**config.mk**
```make
export PLATFORM = sky130hd
export DESIGN_NAME = hamming_encoder_serializer
export DESIGN_NICKNAME = d
export VERILOG_FILES = /design/src/rtl/hamming_encoder_serializer.sv
export SDC_FILE = /design/constraint.sdc
export NUM_CORES = 1
export LEC_CHECK = 0
export BUFFER_PORTS_ARGS = -buffer_cell sky130_fd_sc_hd__buf_2
export CAP_MARGIN = 20
export CORE_ASPECT_RATIO = 1.1
export CORE_MARGIN = 3
export CORE_UTILIZATION = 54
export DETAILED_ROUTE_END_ITERATION = 6
export PLACE_DENSITY_LB_ADDON = 0.25
export SLEW_MARGIN = 25
export SYNTH_ARGS = -nofsm -noshare
export SYNTH_HDL_FRONTEND = slang
export SYNTH_SLANG_ARGS = --single-unit
```
**constraint.sdc**
```tcl
create_clock -name clk -period 1.9 [get_ports clk]
set_input_delay 0.095 -clock clk [delete_from_list [all_inputs] [get_ports clk]]
set_output_delay 0.095 -clock clk [all_outputs]
set_load 0.01 [all_outputs]
```
**src/rtl/hamming_encoder_serializer.sv**
```systemverilog
// Hamming(7,4) encoder with a MSB-first serializer and a one-entry pending buffer.
// Codeword layout is {d3,d2,d1,p2,d0,p1,p0}, matching the team's serial decoder.
module hamming_encoder_serializer #(
  parameter int   WIDTH_PISO = 4,
  parameter int   WIDTH_SIPO = 7,
  parameter logic IDLE_LEVEL = 1'b0
) (
  input  logic                  clk,
  input  logic                  rst,
  input  logic [WIDTH_PISO-1:0] data_in,
  input  logic                  data_valid,
  output logic                  data_ready,
  input  logic                  err_inject,
  input  logic [2:0]            err_pos,
  output logic                  serial_out,
  output logic                  serial_valid,
  output logic                  frame_start,
  output logic [WIDTH_SIPO-1:0] codeword_out,
  output logic                  busy
);

  typedef enum logic {IDLE, SHIFT} state_t;

  state_t                state, state_n;
  logic [2:0]            cnt, cnt_n;
  logic [WIDTH_SIPO-1:0] codeword_n;
  logic                  serial_out_n, serial_valid_n, frame_start_n;
  logic                  pend_full, pend_full_n;
  logic [WIDTH_SIPO-1:0] pend_word, pend_word_n;
  logic [WIDTH_SIPO-1:0] raw_word, flip_mask, enc_word;
  logic                  p0, p1, p2;
  logic                  xfer;

  assign p0 = data_in[0] ^ data_in[1] ^ data_in[3];
  assign p1 = data_in[0] ^ data_in[2] ^ data_in[3];
  assign p2 = data_in[1] ^ data_in[2] ^ data_in[3];

  assign raw_word  = {data_in[3], data_in[2], data_in[1], p2, data_in[0], p1, p0};
  // err_pos of 7 falls outside the codeword and deliberately flips nothing
  assign flip_mask = (err_inject && (err_pos != 3'd7)) ? (WIDTH_SIPO'(1) << err_pos) : '0;
  assign enc_word  = raw_word ^ flip_mask;

  assign data_ready = ~pend_full & ~rst;
  assign xfer       = data_valid & data_ready;
  assign busy       = (state == SHIFT) | pend_full;

  always_comb begin
    state_n        = state;
    cnt_n          = cnt;
    codeword_n     = codeword_out;
    serial_out_n   = IDLE_LEVEL;
    serial_valid_n = 1'b0;
    frame_start_n  = 1'b0;
    pend_full_n    = pend_full;
    pend_word_n    = pend_word;

    case (state)
      IDLE: begin
        if (xfer) begin
          state_n        = SHIFT;
          cnt_n          = 3'd6;
          codeword_n     = enc_word;
          serial_out_n   = enc_word[6];
          serial_valid_n = 1'b1;
          frame_start_n  = 1'b1;
        end
      end
      SHIFT: begin
        if (cnt != 3'd0) begin
          cnt_n          = cnt - 3'd1;
          serial_out_n   = codeword_out[cnt - 3'd1];
          serial_valid_n = 1'b1;
          if (xfer) begin
            pend_full_n = 1'b1;
            pend_word_n = enc_word;
          end
        end else if (pend_full) begin
          // Pending word goes straight out so frames abut with no idle bit
          cnt_n          = 3'd6;
          codeword_n     = pend_word;
          serial_out_n   = pend_word[6];
          serial_valid_n = 1'b1;
          frame_start_n  = 1'b1;
          pend_full_n    = 1'b0;
        end else if (xfer) begin
          cnt_n          = 3'd6;
          codeword_n     = enc_word;
          serial_out_n   = enc_word[6];
          serial_valid_n = 1'b1;
          frame_start_n  = 1'b1;
        end else begin
          state_n = IDLE;
          cnt_n   = 3'd0;
        end
      end
      default: state_n = IDLE;
    endcase
  end

  always_ff @(posedge clk) begin
    if (rst) begin
      state        <= IDLE;
      cnt          <= 3'd0;
      codeword_out <= '0;
      serial_out   <= IDLE_LEVEL;
      serial_valid <= 1'b0;
      frame_start  <= 1'b0;
      pend_full    <= 1'b0;
      pend_word    <= '0;
    end else begin
      state        <= state_n;
      cnt          <= cnt_n;
      codeword_out <= codeword_n;
      serial_out   <= serial_out_n;
      serial_valid <= serial_valid_n;
      frame_start  <= frame_start_n;
      pend_full    <= pend_full_n;
      pend_word    <= pend_word_n;
    end
  end

endmodule

```
# --- Word level (Yosys, flattened, before mapping) ---
# Index checks and enable logic that the tools add are counted.
# Widths: inputs -> output; s select.
totals:
  out_inout_bits: 12
  word_cells: 55
  in_bits: 11
  register_bits: 21
classes:
  n_mux: 24
  reduce_logical: 4
  bitwise_logic: 13
  n_addsub: 1
  n_shift: 1
  eq_ne: 4
  order_cmp: 1
op_table:
  columns: ["op", "n"]
  rows:
  - ["$mux 7", 4]
  - ["$pmux 7 s2", 1]
  - ["$mux 3", 4]
  - ["$mux 1", 10]
  - ["$shl 1x3->7 const A", 1]
  - ["$xor 7x7->7", 1]
  - ["$ne 2x2->1 const B", 3]
  - ["$pmux 1 s2", 3]
  - ["$pmux 3 s2", 1]
  - ["$xor 1x1->1", 6]
  - ["$lt 3x4->1 const B", 1]
  - ["$bmux 1 s3", 1]
  - ["$ne 3x3->1 const B", 1]
  - ["$not 1->1", 3]
  - ["$reduce_and 3->1", 1]
  - ["$reduce_bool 3->1", 1]
  - ["$sub 3x1->3 const B", 1]
  - ["$and 1x1->1", 2]
  - ["$reduce_and 2->1", 1]
  - ["$logic_and 1x1->1", 1]
  - ["$or 1x1->1", 1]

# --- Depth between registers and ports, before layout ---
depth:
  ltp_word: 8
  depth_mapped: 7
  depth_no_buf: 6

# --- Worst setup path before layout ---
# OpenSTA, ideal clock, no wires.
synth_timing:
  path_type: "flip-flop to flip-flop"
  from: "register cnt[0]"
  to: "register serial_out"
  synth_period_minus_slack_ns: 1.722
  path_stages_with_launch: 8
  setup_time_ns: 0.075
  t_required_ns: 1.825
  arrival_time_ns: 1.647
  path_buffers: 1
  slack_ns: 0.178
  cell_sequence: "dfxtp_1 inv_2 ha_1 clkbuf_1 nor3b_1 o31a_1 a311o_1 o22ai_1"
synth_between:
  elab_chain_len: 5
  word_cells_on_any_way: 6
  cone_classes: "1 x add/sub; 4 x mux; 1 x reduce/logical"
synth_lines:
  columns: ["item", "line", "rtl"]
  rows:
  - ["start: declaration", "25", "logic [2:0] cnt, cnt_n;"]
  - ["start signal: assignment", "112", "cnt <= cnt_n;"]
  - ["$sub 3x1->3", "71", "serial_out_n = codeword_out[cnt - 3'd1];"]
  - ["$bmux 1 s3", "71", null]
  - ["$mux 1 (not written as such)", "71", null]
  - ["$mux 1 *", "69", "if (cnt != 3'd0) begin"]
  - ["$pmux 1 s2 *", "57", "case (state)"]
  - ["end signal: assignment", "114", "serial_out <= serial_out_n;"]
  - ["end: declaration", "15", "output logic serial_out,"]
# Mark *: on every way between the ends. The rest lies on a longest branch, timed or not. The select of a mux whose other input is x is not followed.
# A chain may end at the register's enable or synchronous reset.

# --- Worst setup path after layout ---
layout_timing:
  from: "register pend_full"
  to: "register pend_word[1]"
layout_between:
  elab_chain_len: 4
layout_lines:
  columns: ["item", "line", "rtl"]
  rows:
  - ["start: declaration", "28", "logic pend_full, pend_full_n;"]
  - ["start signal: assignment", "117", "pend_full <= pend_full_n;"]
  - ["$not 1->1", "43", "assign data_ready = ~pend_full & ~rst;"]
  - ["$and 1x1->1", "43", null]
  - ["$and 1x1->1", "44", "assign xfer = data_valid & data_ready;"]
  - ["$reduce_and 3->1 (no source line)", null, null]
  - ["end signal: assignment", "118", "pend_word <= pend_word_n;"]
  - ["end: declaration", "29", "logic [WIDTH_SIPO-1:0] pend_word, pend_word_n;"]
# Every way passes these cells.

==> impl_metrics.yaml <==
critical_path:
  crit_chain: "or3b_1 -> nor3_4 -> buf_4 -> nor2_1 -> a211oi_1"
  endpoint_kind: "register"
  r2r_start: "pend_full$_SDFFE_PP0P_"
  path_max_fanout: 9
  critPathArrivalTime_ns: 1.97
  crit_required_ns: 2.12
  setup.worst_path.class: "reg2reg"
  r2r_end: "pend_word[1]$_SDFFE_PP0P_"
  max_stage_delay_ns: 0.57
  reg2reg_depth: 5
  slowest_stage: "or3b_1"
  critPathLaunchType: "register"
  r2r_slack_ns: 0.15
floorplan:
  die_area_sq_um: 2905
  coreArea_sq_um: 2085
  start_util_pct: 59.42
  die_w_um: 51.67
  die_h_um: 56.23
  io_pins: 23
  row_count: 17
clocking:
  hold_buffers: 0
  cts_setup_buffers: 0
  clock_latency_ns: 0.31
  cts_tree: "built"
  clock_path_buffers: 2
  cts_buffers: 3
  clkSinkCount: 21
  clk_pin_slew_ns: 0.12
  clockRootBuffer: "clkbuf_4"
  htree_levels: 1
timing:
  slew_headroom_pct: 71.07
  worst_pin_slew_ns: 0.4279
  hold_violations: 0
  tns_ns: 0
  skew_ns: 0.003608
  fin_crit_sh_pct: 92.36
  fin_ws_ns: 0.1452
  rsz0062_at_grt: "no"
  setup_violations: 0
  period_minus_slack_ns: 1.755
  final-max-slew-violation-count: 0
  max_freq_ghz: 0.5699
yosys:
  synth_area_leaders: "dfxtp_1, xnor2_1, nor2_1, a2111oi_2, a211oi_1"
  postSynth.asyncResetShare_pct: 0
  yosys.cell_types.count: 41
  yosysTopAreaCellShare_pct: 33.94
  ys_top_cells_by_count: "dfxtp_1, nor2_1, xnor2_1"
  synth_flop_cell: "dfxtp_1"
  synthCells: 138
  avgSynthCellArea_sq_um: 8.976
  yosys_warnings: 0
  syn_area_sq_um: 1239
  ys_ff_latch: 21
  synth_seq_area_share_pct: 33.94
  synth_fp_nets: 151
  synth_edf_count: 0
  yosysTopAreaCell: "dfxtp_1"
global_routing:
  grt-ovfl-total: 0
  grt_max_degree: 25
  grt_pass1_wl_um: 4478
  antenna_found_initial: 0
  first_global_vias: 1011
  grtUsageTotal_pct: 20.07
routing:
  wl_per_cell_um: 13.27
  postRouteAntennaNets: 0
  via_per_inst: 5.732
  drcViolationCount: 0
  firstDrtPassIters: 4
  drt_iter0_drc: 14
  vias: 1089
  totalWireLength_um: 2521
worst_hold_path:
  holdCritPathClass: "in2reg"
  min-delay-start: "data_valid"
  worstHoldPathCells: 3
  min_to: "pend_full$_SDFFE_PP0P_"
status:
  outcome: "complete, no violations"
layout:
  n_antenna_cell: 0
  nFillCells: 179
  area_growth_pct: 13.54
  seq_area_sq_um: 421.7
  drive_above_1_share_pct: 25.31
  multi_input_area_sq_um: 763.2
  nets: 176
power:
  p_leak_nw: 0.5363
  finalPower_w: 0.001057
  p_per_area_nw_per_um2: 751.9
  vdd_drop_max_uv: 428.6
placed_design:
  dp_hpwl_um: 1960
  place_ws_ns: 0.1105
  port_buffers: 22
  gp_congestion: 0.8113
run:
  drv_cap: 0
sequential cells by signal, indices dropped and copies added, names as in the netlist:
name / count
pend_full: 1
codeword_out: 7
serial_out: 1
cnt: 3
state: 1
frame_start: 1
pend_word: 7
metrics by stage:
| stage | util [%] | hold WS, ns | instance area, sq um | cells |
|---|---|---|---|---|
| 3_3_place_gp | 66.09 | 0.3646 | 1378 | 186 |
| 3_5_place_dp | 66.09 | 0.3762 | 1378 | 186 |
| 5_1_grt | 67.47 | 0.05540 | 1406 | 190 |
| 4_1_cts | 67.41 | 0.03420 | 1405 | 190 |
| 2_1_floorplan | - | 0.1639 | 1239 | 138 |
| 6_report | 67.47 | 0.04063 | 1406 | 190 |
critical path: cells and delay by family (launching register included):
kind                   cells  cell delay [ns]
flip-flops                 1             0.33
AO/OA/AOI/OAI              1             0.25
AND/OR/NAND/NOR            3             0.88
buffers and inverters      1             0.20
worst max path at each step:
stage	slack, ns	startpoint	depth (start not counted)	to
2_1_floorplan	0.18	cnt[0]$_SDFFE_PP0P_	7	serial_out$_SDFF_PP0_
6_report	0.15	pend_full$_SDFFE_PP0P_	5	pend_word[1]$_SDFFE_PP0P_
3_3_place_gp	0.19	cnt[0]$_SDFFE_PP0P_	6	serial_out$_SDFF_PP0_
3_5_place_dp	0.11	cnt[0]$_SDFFE_PP0P_	7	pend_word[1]$_SDFFE_PP0P_
5_1_grt	0.03	cnt[0]$_SDFFE_PP0P_	7	pend_word[1]$_SDFFE_PP0P_
4_1_cts	0.07	cnt[0]$_SDFFE_PP0P_	7	pend_word[1]$_SDFFE_PP0P_
cell usage in the layout, fill, tap and decap left out, types with 3 or more instances in the layout:
master | synthesis | layout
nor3_1 | 6 | 6
a21oi_1 | 8 | 8
a2111oi_2 | 4 | 4
nand4b_1 | 3 | 3
buf_2 | 2 | 22
o21ai_1 | 3 | 3
nand2_1 | 6 | 6
mux2i_1 | 4 | 4
dfxtp_1 | 21 | 20
clkbuf_4 | 0 | 3
xnor2_1 | 11 | 11
buf_4 | 0 | 5
a211oi_1 | 7 | 7
nor2_1 | 21 | 21
metal layers:
metal	wire length, um	GRT usage [%]	share of wire (%)
met1	1104	23.60	44
met2	1272	35.27	50
met3	107	4.021	4.2
met4	35	6.742	1.4
met5	0	0	0
cell type report:
class / count / share of cell area (%)
clock inverter: 1 / 0.3559
clock buffer: 3 / 1.601
inverter: 3 / 0.8007
sequential: 21 / 29.98
tap: 28 / 2.491
multi-input combinational: 107 / 54.27
timing repair buffer: 27 / 10.50
cells by family after synthesis:
family / count (synthesis) / synth area share, %
xor gates and xnor gates: 13 / 9.192
AOI/OAI and AO/OA: 32 / 21.52
muxes: 4 / 3.232
DFF: 21 / 33.94
adders and majority gates: 2 / 2.020
and+or+nand+nor: 56 / 25.66
buffers and inverters: 10 / 4.444
report_power, final:
group | internal, W | switching (W)
Combinational | 0.000145 | 0.000193
Clock | 0.0000787 | 0.000139
Sequential | 0.000474 | 0.0000273
Total | 0.000697 | 0.000360
repair_timing:
action                     4_1_cts  5_1_grt
resized for setup                0        1
setup endpoints to repair        0        3
hold endpoints to repair         0        0
No activity file was read; power rests on OpenSTA's default activity.
